[config.mk]
export PLATFORM = sky130hd
export DESIGN_NAME = sklansky_addsub_pipe
export DESIGN_NICKNAME = d
export VERILOG_FILES = /design/src/rtl/sklansky_pkg.sv /design/src/rtl/sklansky_black_cell.sv /design/src/rtl/sklansky_addsub_pipe.sv
export SDC_FILE = /design/constraint.sdc
export NUM_CORES = 1
export LEC_CHECK = 0
export CORE_ASPECT_RATIO = 1.25
export CORE_UTILIZATION = 40
export CTS_CLUSTER_DIAMETER = 50
export DETAILED_ROUTE_END_ITERATION = 16
export PLACE_DENSITY = 0.64
export SETUP_SLACK_MARGIN = 0.3
export SKIP_LAST_GASP = 1
export SYNTH_ARGS = -nofsm -noshare
export SYNTH_HDL_FRONTEND = slang
export SYNTH_SLANG_ARGS = --single-unit
export TNS_END_PERCENT = 30
[constraint.sdc]
create_clock -name clk -period 3 [get_ports clk]
set_clock_uncertainty 0.1 [all_clocks]
set_input_delay 0.6 -clock clk [delete_from_list [all_inputs] [get_ports clk]]
set_output_delay 0.6 -clock clk [all_outputs]
set_load 0.02 [all_outputs]
[src/rtl/sklansky_pkg.sv]
// Shared definitions for the pipelined Sklansky adder/subtractor.
//   OP_ADD / OP_SUB   : operation select encodings
//   pg_t              : (generate, propagate) pair carried through the prefix tree
//   sklansky_partner  : lower-neighbour index a bit combines with at a given tree level
package sklansky_pkg;

    localparam logic OP_ADD = 1'b0;
    localparam logic OP_SUB = 1'b1;

    typedef struct packed {
        logic g;
        logic p;
    } pg_t;

    // At level lvl, bit idx (with bit lvl of idx set) combines with the last bit of the
    // preceding 2^lvl block, i.e. idx with its low lvl bits cleared, minus one.
    function automatic int unsigned sklansky_partner(int unsigned idx, int unsigned lvl);
        return ((idx >> lvl) << lvl) - 1;
    endfunction

endpackage

[src/rtl/sklansky_black_cell.sv]
// Combinational prefix combiner (G,P) o (G',P').
//   hi_i  : (g,p) of the more significant span
//   lo_i  : (g,p) of the adjacent less significant span
//   res_o : (g,p) of the merged span
module sklansky_black_cell
    import sklansky_pkg::*;
(
    input  pg_t hi_i,
    input  pg_t lo_i,
    output pg_t res_o
);

    assign res_o.g = hi_i.g | (hi_i.p & lo_i.g);
    assign res_o.p = hi_i.p & lo_i.p;

endmodule

[src/rtl/sklansky_addsub_pipe.sv]
// Two-stage pipelined Sklansky prefix adder/subtractor with valid/ready on both sides.
//   clk, rst_n           : clock, asynchronous active-low reset
//   in_valid / in_ready  : operand handshake (op, A, B, cin sampled on acceptance)
//   op                   : 0 = A + B + cin, 1 = A - B - cin
//   out_valid / out_ready: result handshake; Sum, cout, ovf held stable while stalled
//   Sum, cout, ovf       : result, carry-out (borrow-out for subtract), signed overflow
// Stage 1 runs the lower half of the prefix levels, stage 2 the rest plus the sum.
module sklansky_addsub_pipe
    import sklansky_pkg::*;
#(
    parameter int unsigned WIDTH = 16
) (
    input  logic             clk,
    input  logic             rst_n,
    input  logic             in_valid,
    output logic             in_ready,
    input  logic             op,
    input  logic [WIDTH-1:0] A,
    input  logic [WIDTH-1:0] B,
    input  logic             cin,
    output logic             out_valid,
    input  logic             out_ready,
    output logic [WIDTH-1:0] Sum,
    output logic             cout,
    output logic             ovf
);

    localparam int unsigned Levels   = $clog2(WIDTH);
    localparam int unsigned S1Levels = Levels / 2;
    localparam int unsigned S2Levels = Levels - S1Levels;

    // ---------------------------------------------------------------- stage 1 logic
    logic [WIDTH-1:0]  bx;
    logic [WIDTH-1:0]  p_raw;
    logic              c0;
    pg_t [WIDTH-1:0]   pg0;
    pg_t [WIDTH-1:0]   s1_tree;

    assign bx    = (op == OP_SUB) ? ~B : B;
    assign c0    = (op == OP_SUB) ? ~cin : cin;
    assign p_raw = A ^ bx;

    // The carry-in is merged into bit 0 so the tree only spans WIDTH positions; bit 0
    // then carries the group generate of {bit 0, carry-in} and no propagate.
    always_comb begin
        for (int i = 0; i < int'(WIDTH); i++) begin
            pg0[i].g = A[i] & bx[i];
            pg0[i].p = p_raw[i];
        end
        pg0[0].g = (A[0] & bx[0]) | (p_raw[0] & c0);
        pg0[0].p = 1'b0;
    end

    for (genvar k = 0; k < int'(S1Levels); k++) begin : g_s1_lvl
        pg_t [WIDTH-1:0] prv;
        pg_t [WIDTH-1:0] nxt;
        if (k == 0) begin : g_first
            assign prv = pg0;
        end else begin : g_chain
            assign prv = g_s1_lvl[k-1].nxt;
        end
        for (genvar i = 0; i < int'(WIDTH); i++) begin : g_bit
            if (((i >> k) & 1) == 1) begin : g_cell
                localparam int unsigned Lo = sklansky_partner(i, k);
                sklansky_black_cell u_cell (
                    .hi_i  (prv[i]),
                    .lo_i  (prv[Lo]),
                    .res_o (nxt[i])
                );
            end else begin : g_pass
                assign nxt[i] = prv[i];
            end
        end
    end

    assign s1_tree = g_s1_lvl[S1Levels-1].nxt;

    // ---------------------------------------------------------------- stage 1 registers
    logic             s1_v_q;
    pg_t [WIDTH-1:0]  s1_pg_q;
    logic [WIDTH-1:0] s1_p_q;
    logic             s1_c0_q;
    logic             s1_op_q;
    logic             s1_amsb_q;
    logic             s1_bxmsb_q;

    logic s1_ready;
    logic s2_ready;
    logic s1_load;
    logic s2_load;

    // Combinational ready chain: a full stage can take new data if it empties this cycle.
    assign s2_ready = ~out_valid | out_ready;
    assign s1_ready = ~s1_v_q | s2_ready;
    assign in_ready = s1_ready;
    assign s1_load  = in_valid & s1_ready;
    assign s2_load  = s1_v_q & s2_ready;

    always_ff @(posedge clk or negedge rst_n) begin
        if (!rst_n) begin
            s1_v_q     <= 1'b0;
            s1_pg_q    <= '0;
            s1_p_q     <= '0;
            s1_c0_q    <= 1'b0;
            s1_op_q    <= 1'b0;
            s1_amsb_q  <= 1'b0;
            s1_bxmsb_q <= 1'b0;
        end else begin
            if (s1_ready) begin
                s1_v_q <= in_valid;
            end
            if (s1_load) begin
                s1_pg_q    <= s1_tree;
                s1_p_q     <= p_raw;
                s1_c0_q    <= c0;
                s1_op_q    <= op;
                s1_amsb_q  <= A[WIDTH-1];
                s1_bxmsb_q <= bx[WIDTH-1];
            end
        end
    end

    // ---------------------------------------------------------------- stage 2 logic
    pg_t [WIDTH-1:0]  s2_tree;
    logic [WIDTH-1:0] gfin;
    logic [WIDTH-1:0] sum_d;
    logic             carry;
    logic             cout_d;
    logic             ovf_d;

    for (genvar j = 0; j < int'(S2Levels); j++) begin : g_s2_lvl
        localparam int unsigned K = S1Levels + j;
        pg_t [WIDTH-1:0] prv;
        pg_t [WIDTH-1:0] nxt;
        if (j == 0) begin : g_first
            assign prv = s1_pg_q;
        end else begin : g_chain
            assign prv = g_s2_lvl[j-1].nxt;
        end
        for (genvar i = 0; i < int'(WIDTH); i++) begin : g_bit
            if (((i >> K) & 1) == 1) begin : g_cell
                localparam int unsigned Lo = sklansky_partner(i, K);
                sklansky_black_cell u_cell (
                    .hi_i  (prv[i]),
                    .lo_i  (prv[Lo]),
                    .res_o (nxt[i])
                );
            end else begin : g_pass
                assign nxt[i] = prv[i];
            end
        end
    end

    assign s2_tree = g_s2_lvl[S2Levels-1].nxt;

    // Group propagates are not needed once the tree is complete.
    logic unused_fin_p;
    always_comb begin
        gfin         = '0;
        unused_fin_p = 1'b0;
        for (int i = 0; i < int'(WIDTH); i++) begin
            gfin[i]      = s2_tree[i].g;
            unused_fin_p = unused_fin_p ^ s2_tree[i].p;
        end
    end

    // Carry into bit i is the group generate of bits i-1..0 (carry-in already folded).
    assign sum_d  = s1_p_q ^ {gfin[WIDTH-2:0], s1_c0_q};
    assign carry  = gfin[WIDTH-1];
    assign cout_d = (s1_op_q == OP_SUB) ? ~carry : carry;
    assign ovf_d  = (s1_amsb_q == s1_bxmsb_q) && (sum_d[WIDTH-1] != s1_amsb_q);

    // ---------------------------------------------------------------- output registers
    logic [WIDTH-1:0] sum_q;
    logic             cout_q;
    logic             ovf_q;
    logic             out_valid_q;

    always_ff @(posedge clk or negedge rst_n) begin
        if (!rst_n) begin
            out_valid_q <= 1'b0;
            sum_q       <= '0;
            cout_q      <= 1'b0;
            ovf_q       <= 1'b0;
        end else begin
            if (s2_ready) begin
                out_valid_q <= s1_v_q;
            end
            if (s2_load) begin
                sum_q  <= sum_d;
                cout_q <= cout_d;
                ovf_q  <= ovf_d;
            end
        end
    end

    assign out_valid = out_valid_q;
    assign Sum       = sum_q;
    assign cout      = cout_q;
    assign ovf       = ovf_q;

endmodule

### Word level (Yosys, flattened, before mapping)

Cells that the tools add are included.

* output and inout bits: 20
* word-level logic and storage cells: 154
* register bits: 68
* input bits: 38

* bitwise logic cells: 110
* mux-type cells: 3
* reductions and logical operators: 1
* equality and inequality tests: 2

Operators with widths (number)
* $and 1x1->1: 68
* $or 1x1->1: 35
* $xor 16x16->16: 2
* $mux 16: 1
* $not 16->16: 1
* $not 1->1: 4
* $mux 1: 2
* $eq 1x1->1: 1
* $logic_and 1x1->1: 1
* $ne 1x1->1: 1

### Depth between registers and ports, before layout

* word-level depth: 9
* depth in mapped cells: 8
* gate-level depth less buffers: 6

### Hierarchy

A second synthesis with hierarchy kept.

* cells, all modules: 262
* area total of the unflattened synthesis: 3687.3 µm²

Modules (own cells, without submodules)
* sklansky_addsub_pipe: area each 3206.8 µm², seq. area each 1651.6 µm², cells an instance 198, instances 1
* sklansky_black_cell: area each 15.0 µm², seq. area each 0.0 µm², cells an instance 2, instances 32

### Least setup slack after synthesis

Ideal clock, no wire load.

* path kind: input to register
* start: input op
* end: register s1_pg_q, in the netlist g_s2_lvl[0].prv[31]
* stages on the path: 8
* data required time: 2.765 ns
* library setup time: 0.135 ns
* arrival time: 1.957 ns
* buffers on the path: 2
* path slack: 0.808 ns
* cell sequence: buf_2 buf_2 xor2_1 ha_1 a21oi_1 o21bai_1 a21oi_1 o21ai_0

RTL lines
* from (decl): RTL line sklansky_addsub_pipe.sv:17 `input logic op,`
* to (signal assigned): RTL line sklansky_addsub_pipe.sv:113 `s1_pg_q <= s1_tree;`
* to (decl): RTL line sklansky_addsub_pipe.sv:80 `pg_t [WIDTH-1:0] s1_pg_q;`

### Final worst setup path

* start: input out_ready
* end: output in_ready

* word-level cells in the longest chain between the ends: 2

Ends and longest elaborated chain
* from (decl): RTL line sklansky_addsub_pipe.sv:22 `input logic out_ready,`
* $or 1x1->1: RTL line sklansky_addsub_pipe.sv:93 `assign s2_ready = ~out_valid | out_ready;`
* $or 1x1->1: RTL line sklansky_addsub_pipe.sv:94 `assign s1_ready = ~s1_v_q | s2_ready;`
* to (decl): RTL line sklansky_addsub_pipe.sv:16 `output logic in_ready,`

No other way between the ends.

==> metrics.txt <==
status=completed; Power Density=669 nW/um2; clock slew at reported path FFs=roughly 0.080 ns; Yosys reg bits=between 60 and 70; Seq/Total Area, Yosys=0.508; largest net degree at the start of global routing=between 50 and 60; Synth Flop Type=dfrtp_1; Rel. slew slack=0.602; clk buf depth=2; Avg Vias per Cell=approximately 5; Avg WL per Cell=13.3 um; initial drt markers=approximately 100; Netlist Area Pre-Place=3200 um2; Setup Total Neg Slack=0 ns; vias in the first global route=about 2,300; CP arrival=1.90 ns; # DRC=0; R2R setup slack=about 1.3 ns; vias post-DR=between 2,000 and 2,500; Synthesized Nets=380; Max IR drop VDD=approximately 0.00029 V; Hold Crit Class=primary input to asynchronous set/reset pin; Slew Viols, Final=0; Worst Max-Slew Pin Slew=between 0.5 and 0.6 ns; width of the die=82.0 um; setup bufs post-CTS=0; IO Port Bufs=57; Row Count=36; Synth area leader=dfrtp_1; crit path kind=primary input to output port; CTS HTree Levels=3; Initial Utilization=0.411; number of endpoints failing setup at the final stage=0; Synth area leaders=dfrtp_1 51%, nand2_1 10%, ha_1 7.0%; initial antenna violation count=0; gpl congestion=around 0.8; Clock Sinks=65; Tcrit/Tclk final=0.868; crit path max fanout=5; FF-to-FF path depth=4; layout cells sized above 1=0.0923; critical path startpoint category=primary input; Syn. warnings=0; root buffer cell=clkbuf_8; Total Power=about 2.7 mW; Worst R2R Start=out_valid; syn avg cell area=between 9 and 10 um2; area grow syn2layout=27.6%; GRT Total Usage=0.168; diode count=0; FILL cells=around 740; synthesized instance count=approximately 320; ANT nets after route=0; post-cts gate resize count=0; hpwl dp=about 4.7 mm; full die area=roughly 8400 um2; Post-layout nets=around 440; hold_buf cts=0; TritonCTS clock tree=done; grt total ovfl=0; FFs w/ async S/R, synth=1.00; Max Cap Viol=0; area share of the largest cell type after synthesis=0.508; CTS Buf Count=9; Setup crit end kind=output port; first-pass GRT wire length=approximately 11 mm; WL final=between 6 and 7 mm; Fmax achieved=~380 MHz; Inst Count DP=around 470; Post-synth EDFFs=0; die height=roughly 100 um; final hold vios=0; total iterations of the first detailed-routing run=6; worst flop-to-flop path endpoint=Sum[13]; core area=~7800 um2; Final min period=about 2.6 ns; CP required=approximately 2.3 ns; Post-synth top cells=85 x nand2_1, 65 x dfrtp_1, 29 x o21ai_0; IO Count=just under 60; cell with the most instances after synthesis=nand2_1; Post-Layout Cell Count=485; post-synth cell types=33; RSZ-0062 raised after global routing=no; Pleak=between 1.5 and 2 nW; Clk Latency, worst-skew pair=0.35 ns
## cells by family after synthesis
| logic type | count (synthesis) | share of synthesized area |
|---|---|---|
| compound gates | 66 | 0.128 |
| xor+xnor | 28 | 0.0767 |
| fa+ha+maj | 18 | 0.0704 |
| buf+inv | 22 | 0.0289 |
| flops | 65 | 0.508 |
| mux | 12 | 0.0411 |
| simple gates | 113 | 0.146 |
## per-layer routing
| layer | routed length (um) | GRT usage | part of all wire |
|---|---|---|---|
| met1 | 3020 | 0.213 | 0.47 |
| met2 | 3140 | 0.275 | 0.49 |
| met3 | 163 | 0.0214 | 0.025 |
| met4 | 116 | 0.0891 | 0.018 |
| met5 | 0 | 0 | 0 |
## state kept, by name, summed over array words and instances, names as in the netlist
register / count
s1_p_q: 16
s1_bxmsb_q: 1
ovf: 1
s1_amsb_q: 1
g_s2_lvl.nxt: 11
out_valid: 1
s1_v_q: 1
s1_op_q: 1
Sum: 16
g_s2_lvl.prv: 14
cout: 1
s1_c0_q: 1
## report_power, final
group | switching, mW | internal (mW) | total [mW]
registers | 0.130 | 1.08 | 1.21
clock network | 0.350 | 0.321 | 0.672
logic | 0.432 | 0.419 | 0.850
total | 0.913 | 1.82 | 2.73
## final cells by class
class / count / area [um2] / share of cell area
clock buffer: 10 / 138 / 0.0337
timing repair buffer: 65 / 651 / 0.159
multi-input combinational: 237 / 1480 / 0.362
clock inverter: 6 / 43.8 / 0.0107
sequential: 65 / 1630 / 0.398
inverter: 7 / 26.3 / 0.00643
tap: 95 / 119 / 0.0291
## worst max-delay path: stages
cell,delay (ns)
clkdlybuf4s50_1,0.47
nand3b_1,0.20
clkdlybuf4s50_1,0.64
## metrics by stage
stage	hold WS [ns]	setup slack, ns	util	cell area (um2)
2_1_floorplan	0.204	0.808	-	3200
6_report	0.0970	0.396	0.524	4080
4_1_cts	0.101	0.390	0.524	4080
3_3_place_gp	0.359	0.444	0.501	3900
5_1_grt	0.125	0.318	0.524	4080
3_5_place_dp	0.366	0.399	0.501	3900
## worst max path at each step
stage / from / endpoint / slack [ns] / depth (start not counted)
2_1_floorplan: op / g_s2_lvl[0].prv[31] / 0.81 / 8
3_3_place_gp: out_ready / in_ready / 0.44 / 3
3_5_place_dp: out_ready / in_ready / 0.40 / 3
4_1_cts: out_ready / in_ready / 0.39 / 3
5_1_grt: out_ready / in_ready / 0.32 / 3
6_report: out_ready / in_ready / 0.40 / 3
## cell usage in the layout (no fill, tap or decap), types with 9 or more instances in the layout
| cell | count |
|---|---|
| mux2_2 | 9 |
| a21oi_1 | 13 |
| ha_1 | 18 |
| clkbuf_8 | 10 |
| dfrtp_1 | 65 |
| xor2_1 | 23 |
| nor2_1 | 10 |
| nand2_1 | 85 |
| o21ai_0 | 29 |
| clkdlybuf4s50_1 | 56 |
No activity file was read; power rests on OpenSTA's default activity.
